`config.mk`:
```
export PLATFORM = sky130hd
export DESIGN_NAME = mtr_duty_ramp
export DESIGN_NICKNAME = d
export VERILOG_FILES = /design/src/rtl/mtr_duty_ramp.sv
export SDC_FILE = /design/constraint.sdc
export NUM_CORES = 1
export LEC_CHECK = 0
export ABC_AREA = 1
export CORE_MARGIN = 2
export CORE_UTILIZATION = 55
export DETAILED_ROUTE_END_ITERATION = 12
export GPL_TIMING_DRIVEN = 0
export PLACE_DENSITY = 0.84
export SYNTH_ARGS = -nofsm -noshare
export SYNTH_HDL_FRONTEND = slang
export SYNTH_SLANG_ARGS = --single-unit
```
`constraint.sdc`:
```
create_clock -name clk -period 4 [get_ports clk]
set_clock_uncertainty 0.15 [all_clocks]
set_input_delay 0.6 -clock clk [delete_from_list [all_inputs] [get_ports clk]]
set_output_delay 0.6 -clock clk [all_outputs]
set_load 0.05 [all_outputs]
```
`src/rtl/mtr_duty_ramp.sv`:
```
// Dual-channel drive conditioner for the dual-PWM motor path.
// Turns signed 11-bit drive targets into an 8-bit duty magnitude and a direction bit per channel.
// Duty changes are slew-limited. A channel drains to zero and waits a dead-time dwell before it
// reverses direction. Duty only changes on PWM period boundaries.
module mtr_duty_ramp #(
   parameter int unsigned STEP         = 8,
   parameter int unsigned DEAD_PERIODS = 2
) (
   input  logic        clk,
   input  logic        rst_n,
   input  logic        en,
   input  logic [10:0] lft_tgt,
   input  logic [10:0] rght_tgt,
   output logic [7:0]  lft_duty,
   output logic [7:0]  rght_duty,
   output logic        lft_rev,
   output logic        rght_rev,
   output logic        period_tick,
   output logic        ramp_busy
);

   typedef enum logic [1:0] {StRun, StDrain, StDwell} st_e;

   localparam logic [7:0] StepW = 8'(STEP);
   localparam logic [3:0] DeadW = 4'(DEAD_PERIODS);

   // |t| >> 2, saturated to 255 (only -1024 exceeds the range)
   function automatic logic [7:0] tgt_mag(input logic [10:0] t);
      logic [11:0] a;
      a = t[10] ? (12'd0 - {t[10], t}) : {1'b0, t};
      if (a[11:2] > 10'd255) return 8'hFF;
      return a[9:2];
   endfunction

   // Move cur toward tgt by at most StepW; 9-bit differences avoid any wrap
   function automatic logic [7:0] step_to(input logic [7:0] cur, input logic [7:0] tgt);
      logic [8:0] diff;
      if (tgt >= cur) begin
         diff = {1'b0, tgt} - {1'b0, cur};
         if (diff > {1'b0, StepW}) return cur + StepW;
         return tgt;
      end
      diff = {1'b0, cur} - {1'b0, tgt};
      if (diff > {1'b0, StepW}) return cur - StepW;
      return tgt;
   endfunction

   function automatic logic [7:0] drain_step(input logic [7:0] cur);
      return (cur > StepW) ? cur - StepW : 8'h00;
   endfunction

   logic [7:0] cnt_q;
   logic       tick_q;
   logic       busy_q, busy_d;

   st_e        st_q    [2];
   st_e        st_d    [2];
   logic [7:0] cur_q   [2];
   logic [7:0] cur_d   [2];
   logic       rev_q   [2];
   logic       rev_d   [2];
   logic [3:0] dwell_q [2];
   logic [3:0] dwell_d [2];
   logic [7:0] smag_q  [2];
   logic [7:0] smag_d  [2];
   logic       sneg_q  [2];
   logic       sneg_d  [2];
   logic       szero_q [2];
   logic       szero_d [2];

   // Live decode of the target inputs, consumed only at update edges
   logic [7:0] dec_mag  [2];
   logic       dec_neg  [2];
   logic       dec_zero [2];
   logic       mism     [2];

   assign dec_mag[0]  = tgt_mag(lft_tgt);
   assign dec_mag[1]  = tgt_mag(rght_tgt);
   assign dec_neg[0]  = lft_tgt[10];
   assign dec_neg[1]  = rght_tgt[10];
   assign dec_zero[0] = (lft_tgt == 11'd0);
   assign dec_zero[1] = (rght_tgt == 11'd0);
   // A zero target never asks for a reversal
   assign mism[0]     = !dec_zero[0] && (dec_neg[0] != rev_q[0]);
   assign mism[1]     = !dec_zero[1] && (dec_neg[1] != rev_q[1]);

   // Free-running period counter in phase with pwm8; tick marks the last cycle of a period
   always_ff @(posedge clk or negedge rst_n) begin
      if (!rst_n) begin
         cnt_q  <= 8'h00;
         tick_q <= 1'b0;
      end else begin
         cnt_q  <= cnt_q + 8'd1;
         tick_q <= (cnt_q == 8'hFE);
      end
   end

   // Per-channel slew/reversal FSMs, target sampling and busy flag
   always_comb begin
      busy_d = 1'b0;
      for (int i = 0; i < 2; i++) begin
         st_d[i]    = st_q[i];
         cur_d[i]   = cur_q[i];
         rev_d[i]   = rev_q[i];
         dwell_d[i] = dwell_q[i];
         smag_d[i]  = smag_q[i];
         sneg_d[i]  = sneg_q[i];
         szero_d[i] = szero_q[i];

         if (tick_q) begin
            smag_d[i]  = dec_mag[i];
            sneg_d[i]  = dec_neg[i];
            szero_d[i] = dec_zero[i];
         end

         if (!en) begin
            // Immediate shutdown, direction is kept
            st_d[i]    = StRun;
            cur_d[i]   = 8'h00;
            dwell_d[i] = 4'd0;
         end else if (tick_q) begin
            unique case (st_q[i])
               StRun: begin
                  if (!mism[i]) begin
                     cur_d[i] = step_to(cur_q[i], dec_mag[i]);
                  end else if (cur_q[i] != 8'h00) begin
                     cur_d[i] = drain_step(cur_q[i]);
                     if (cur_d[i] == 8'h00) begin
                        st_d[i]    = StDwell;
                        dwell_d[i] = DeadW;
                     end else begin
                        st_d[i] = StDrain;
                     end
                  end else begin
                     st_d[i]    = StDwell;
                     dwell_d[i] = DeadW;
                  end
               end
               StDrain: begin
                  if (!mism[i]) begin
                     st_d[i]  = StRun;
                     cur_d[i] = step_to(cur_q[i], dec_mag[i]);
                  end else begin
                     cur_d[i] = drain_step(cur_q[i]);
                     if (cur_d[i] == 8'h00) begin
                        st_d[i]    = StDwell;
                        dwell_d[i] = DeadW;
                     end
                  end
               end
               StDwell: begin
                  cur_d[i] = 8'h00;
                  if (!mism[i]) begin
                     st_d[i] = StRun;
                  end else if (dwell_q[i] == 4'd0) begin
                     // Flip with duty still 0; ramping starts next update edge
                     rev_d[i] = !rev_q[i];
                     st_d[i]  = StRun;
                  end else begin
                     dwell_d[i] = dwell_q[i] - 4'd1;
                  end
               end
               default: st_d[i] = StRun;
            endcase
         end

         busy_d = busy_d || (st_d[i] != StRun)
                         || (cur_d[i] != (en ? smag_d[i] : 8'h00))
                         || (!szero_d[i] && (sneg_d[i] != rev_d[i]));
      end
   end

   // Channel state registers
   always_ff @(posedge clk or negedge rst_n) begin
      if (!rst_n) begin
         for (int i = 0; i < 2; i++) begin
            st_q[i]    <= StRun;
            cur_q[i]   <= 8'h00;
            rev_q[i]   <= 1'b0;
            dwell_q[i] <= 4'd0;
            smag_q[i]  <= 8'h00;
            sneg_q[i]  <= 1'b0;
            szero_q[i] <= 1'b1;
         end
         busy_q <= 1'b0;
      end else begin
         for (int i = 0; i < 2; i++) begin
            st_q[i]    <= st_d[i];
            cur_q[i]   <= cur_d[i];
            rev_q[i]   <= rev_d[i];
            dwell_q[i] <= dwell_d[i];
            smag_q[i]  <= smag_d[i];
            sneg_q[i]  <= sneg_d[i];
            szero_q[i] <= szero_d[i];
         end
         busy_q <= busy_d;
      end
   end

   assign lft_duty    = cur_q[0];
   assign rght_duty   = cur_q[1];
   assign lft_rev     = rev_q[0];
   assign rght_rev    = rev_q[1];
   assign period_tick = tick_q;
   assign ramp_busy   = busy_q;

endmodule

```
==> results.tsv <==
stage	metric	value	unit
outcome	outcome	finished with violations	
outcome	violations	setup timing	
pwr	worst_ir_drop_vdd	206	uV
sta	hold_violations	0	
layout	ff_latch_area	1500	um2
critical_path	cp-start-kind	input port	
floorplanning	die_width	116	um
yosys	netlist_top_cells_area	dfrtp_1 (21%), nand2_1 (18%), nand3_1 (8.7%), inv_1 (8.4%), ha_1 (8.3%)	
critical_path	path_class	input port to flip-flop	
place	dp_hpwl	14.4	mm
sta	finalSetupTns	-0.207	ns
layout	postLayoutCoreUtil	0.695	
layout	nNetsFinal	1272	
yosys	synth_nets	1183	
critical_path	cp_slowest_cell	clkdlybuf4s50_1	
sta	slew_headroom	0.552	
clocking	cts_buffer_depth	2	
route	via_per_inst	5.76	
critical_path	crit_top_cell	nand2_1	
sta	grt_setup_unrepaired	true	
place	dp.cells	1328	
place	gp_congestion	0.947	
route	drc_errors	0	
clocking	cts_buffers	9	
global_routing	gr-total-overflow	0	
sta	finalSetupViolations	1	
layout	drive_gt1_frac	0.198	
floorplanning	core-area	12500	um2
floorplanning	rows	41	
clocking	clk-insertion-delay-late	0.33	ns
layout	syn2layout_area_growth	24.9	%
route	num_vias	7925	
clocking	cts.clk_slew.worst_paths	0.05	ns
route	first_pass_iters	6	
clocking	cts_tree	done	
layout	fin_cells	1377	
critical_path	path_buf_inv	5	
floorplanning	die_y	116	um
critical_path	end_kind	flip-flop	
floorplanning	ioPinCount	45	
global_routing	grt_pass1_wl	31.9	mm
sta	finalCritPeriodShare	1.05	
global_routing	antenna_found_initial	0	
critical_path	worstPathArrival	4.26	ns
yosys	syn_area_per_cell	6.24	um2
layout	fill_cells	991	
place	pre_cts_slack	-1.05	ns
clocking	root_buffer	clkbuf_16	
pwr	power_density	225	nW/um2
critical_path	required	4.05	ns
pwr	power.leakage	0.00468	uW
yosys	postSynth.asyncResetShare	1.00	
route	wl_per_cell	15.6	um
sta	report.final.slew_viol_count	0	
yosys	synth_edf_count	0	
yosys	synth_seq_cells	60	
yosys	synth_cell_types	50	
yosys	netlist_instances	1111	
layout	multi_input_area	5080	um2
yosys	yosysTopAreaCell	dfrtp_1	
sta	worst_slew_pin_slew	0.672	ns
yosys	synth_area	6930	um2
run	cap_violations	0	
route	routed_wl	21.5	mm
yosys	seq_area_frac_synth	0.217	
clocking	clkSinkCount	60	
yosys	synth_top_area_share	0.209	
route	first_iter_violations	841	
critical_path	path_delay_family	simple AND/OR/NAND/NOR gates	
layout	diodes	0	
sta	fin_crit	4.21	ns
global_routing	grt_pass1_vias	6760	
yosys	synth_ff_type	dfrtp_1	
critical_path	max_stage_delay	0.44	ns
pwr	total_power	1950	uW
global_routing	groute.usage.overall	0.293	
floorplanning	die-area	13500	um2
min_path	min_path_type	input port to async pin	
yosys	synth.most_common_cell	nand2_1	
global_routing	grt_max_degree	34	
route	drtAntennaViolNets	0	
critical_path	crit_fanout	7	
yosys	yosys-top-cells-count	nand2_1 (324), inv_1 (156), nand3_1 (121)	
clocking	holdBufCountCts	0	
clocking	htree_levels	3	
place	place.port_buffers	44	
floorplanning	start_util	0.556	
sta	clock.fmax	0.238	GHz
yosys	ys_warn_count	0	
sta	setup_ws	-0.207	ns
cell type report:
class / instances / share of cell area
buffer: 24 / 0.0224
multi-input combinational: 862 / 0.586
timing repair buffer: 77 / 0.0864
clock buffer: 10 / 0.0264
sequential: 60 / 0.174
clock inverter: 6 / 0.00751
inverter: 166 / 0.0725
tap: 172 / 0.0248
path summary, 6_finish.rpt:
| check | startpoint | to | slack (ns) | cells after the start |
|---|---|---|---|---|
| min in group clk | cnt_q[3]$_DFF_PN0_ | cnt_q[3]$_DFF_PN0_ | 0.33 | 1 |
| worst max register to register | rght_duty[1]$_DFF_PN0_ | ramp_busy$_DFF_PN0_ | 0.25 | 26 |
| worst min-delay path | rst_n | dwell_q[5]$_DFFE_PN0P_ | 0.15 | 1 |
| worst min register to register | cnt_q[3]$_DFF_PN0_ | cnt_q[3]$_DFF_PN0_ | 0.33 | 1 |
| max in group asynchronous | rst_n | szero_q[0]$_DFF_PN1_ | 2.88 | 2 |
| worst max-delay path | lft_tgt[0] | ramp_busy$_DFF_PN0_ | -0.21 | 27 |
logic make-up (layout without fill, tap and decap cells):
group | count (synthesis) | after routing | synth area share
DFF | 60 | 60 | 0.217
buffers and inverters | 190 | 283 | 0.114
and+or+nand+nor | 628 | 629 | 0.415
xor gates and xnor gates | 31 | 31 | 0.0392
AOI/OAI and AO/OA | 155 | 155 | 0.128
adders and majority gates | 47 | 47 | 0.0859
routing by layer:
layer / share of wire / up-vias / routed length (um) / GRT usage
met4: 0.030 / 0 / 644 / 0.0857
li1: - / 3761 / - / -
met5: 0 / - / 0 / 0
met1: 0.42 / 3606 / 8960 / 0.423
met3: 0.097 / 81 / 2080 / 0.0389
met2: 0.46 / 477 / 9770 / 0.461
through the flow:
step                area (um2)  hold slack [ns]
floorplan                 6930            0.154
global placement          7590            0.311
detailed placement        7600            0.317
global route              8660            0.197
CTS                       8210            0.163
finish                    8660            0.152
where the power goes:
part	leakage (uW)	switching (uW)	total, uW	internal (uW)
Sequential	0.000747	0.146	608	608
Combinational	0.00379	362	580	219
Clock	0.000142	282	763	482
flip-flops by register name, summed over array words and instances, names as in the netlist:
| name | flops |
|---|---|
| period_tick | 1 |
| szero_q | 2 |
| dwell_q | 8 |
| lft_duty | 8 |
| cnt_q | 8 |
| sneg_q | 2 |
| lft_rev | 1 |
| st_q | 4 |
| rght_rev | 1 |
| ramp_busy | 1 |
| smag_q | 16 |
| rght_duty | 8 |
cell usage in the layout, fill, tap and decap left out, types with 10 or more instances in the layout:
| cell type | instances |
|---|---|
| nor2_2 | 19 |
| a21oi_1 | 56 |
| nand2_2 | 32 |
| o21ai_0 | 46 |
| nand3_2 | 12 |
| inv_1 | 144 |
| buf_4 | 32 |
| nand2_1 | 307 |
| nor2_1 | 67 |
| inv_2 | 17 |
| nor2_4 | 21 |
| nand4_1 | 18 |
| dfrtp_1 | 58 |
| clkbuf_16 | 10 |
| nand3_1 | 113 |
| ha_1 | 32 |
| xor2_1 | 28 |
| clkdlybuf4s50_1 | 29 |
worst reg2reg max path, stage by stage (launching register included):
cell      delay (ns)
dfrtp_1         0.59
inv_1           0.20
ha_4            0.34
nand2_1         0.08
nand2_2         0.12
inv_2           0.07
o21ai_2         0.17
nand2_1         0.09
o211ai_2        0.09
nand2_1         0.12
nor2_4          0.16
buf_12          0.13
nand2_4         0.08
nand2_1         0.08
nand3_1         0.09
nand2_1         0.14
nand2_2         0.09
nand4_1         0.07
nand2_1         0.05
inv_1           0.05
nand2_1         0.05
nor2_2          0.16
nand2_1         0.07
nor2_1          0.12
nand2_1         0.06
nor2_1          0.10
nand2_1         0.07
what timing repair did:
action                                  4_1_cts  5_1_grt
gates resized for setup                      49      112
gates cloned                                  1        1
pin swaps                                    21       45
endpoints found under the setup margin       15       13
setup buffers                                17       14
(Power assumes the default switching activity.)
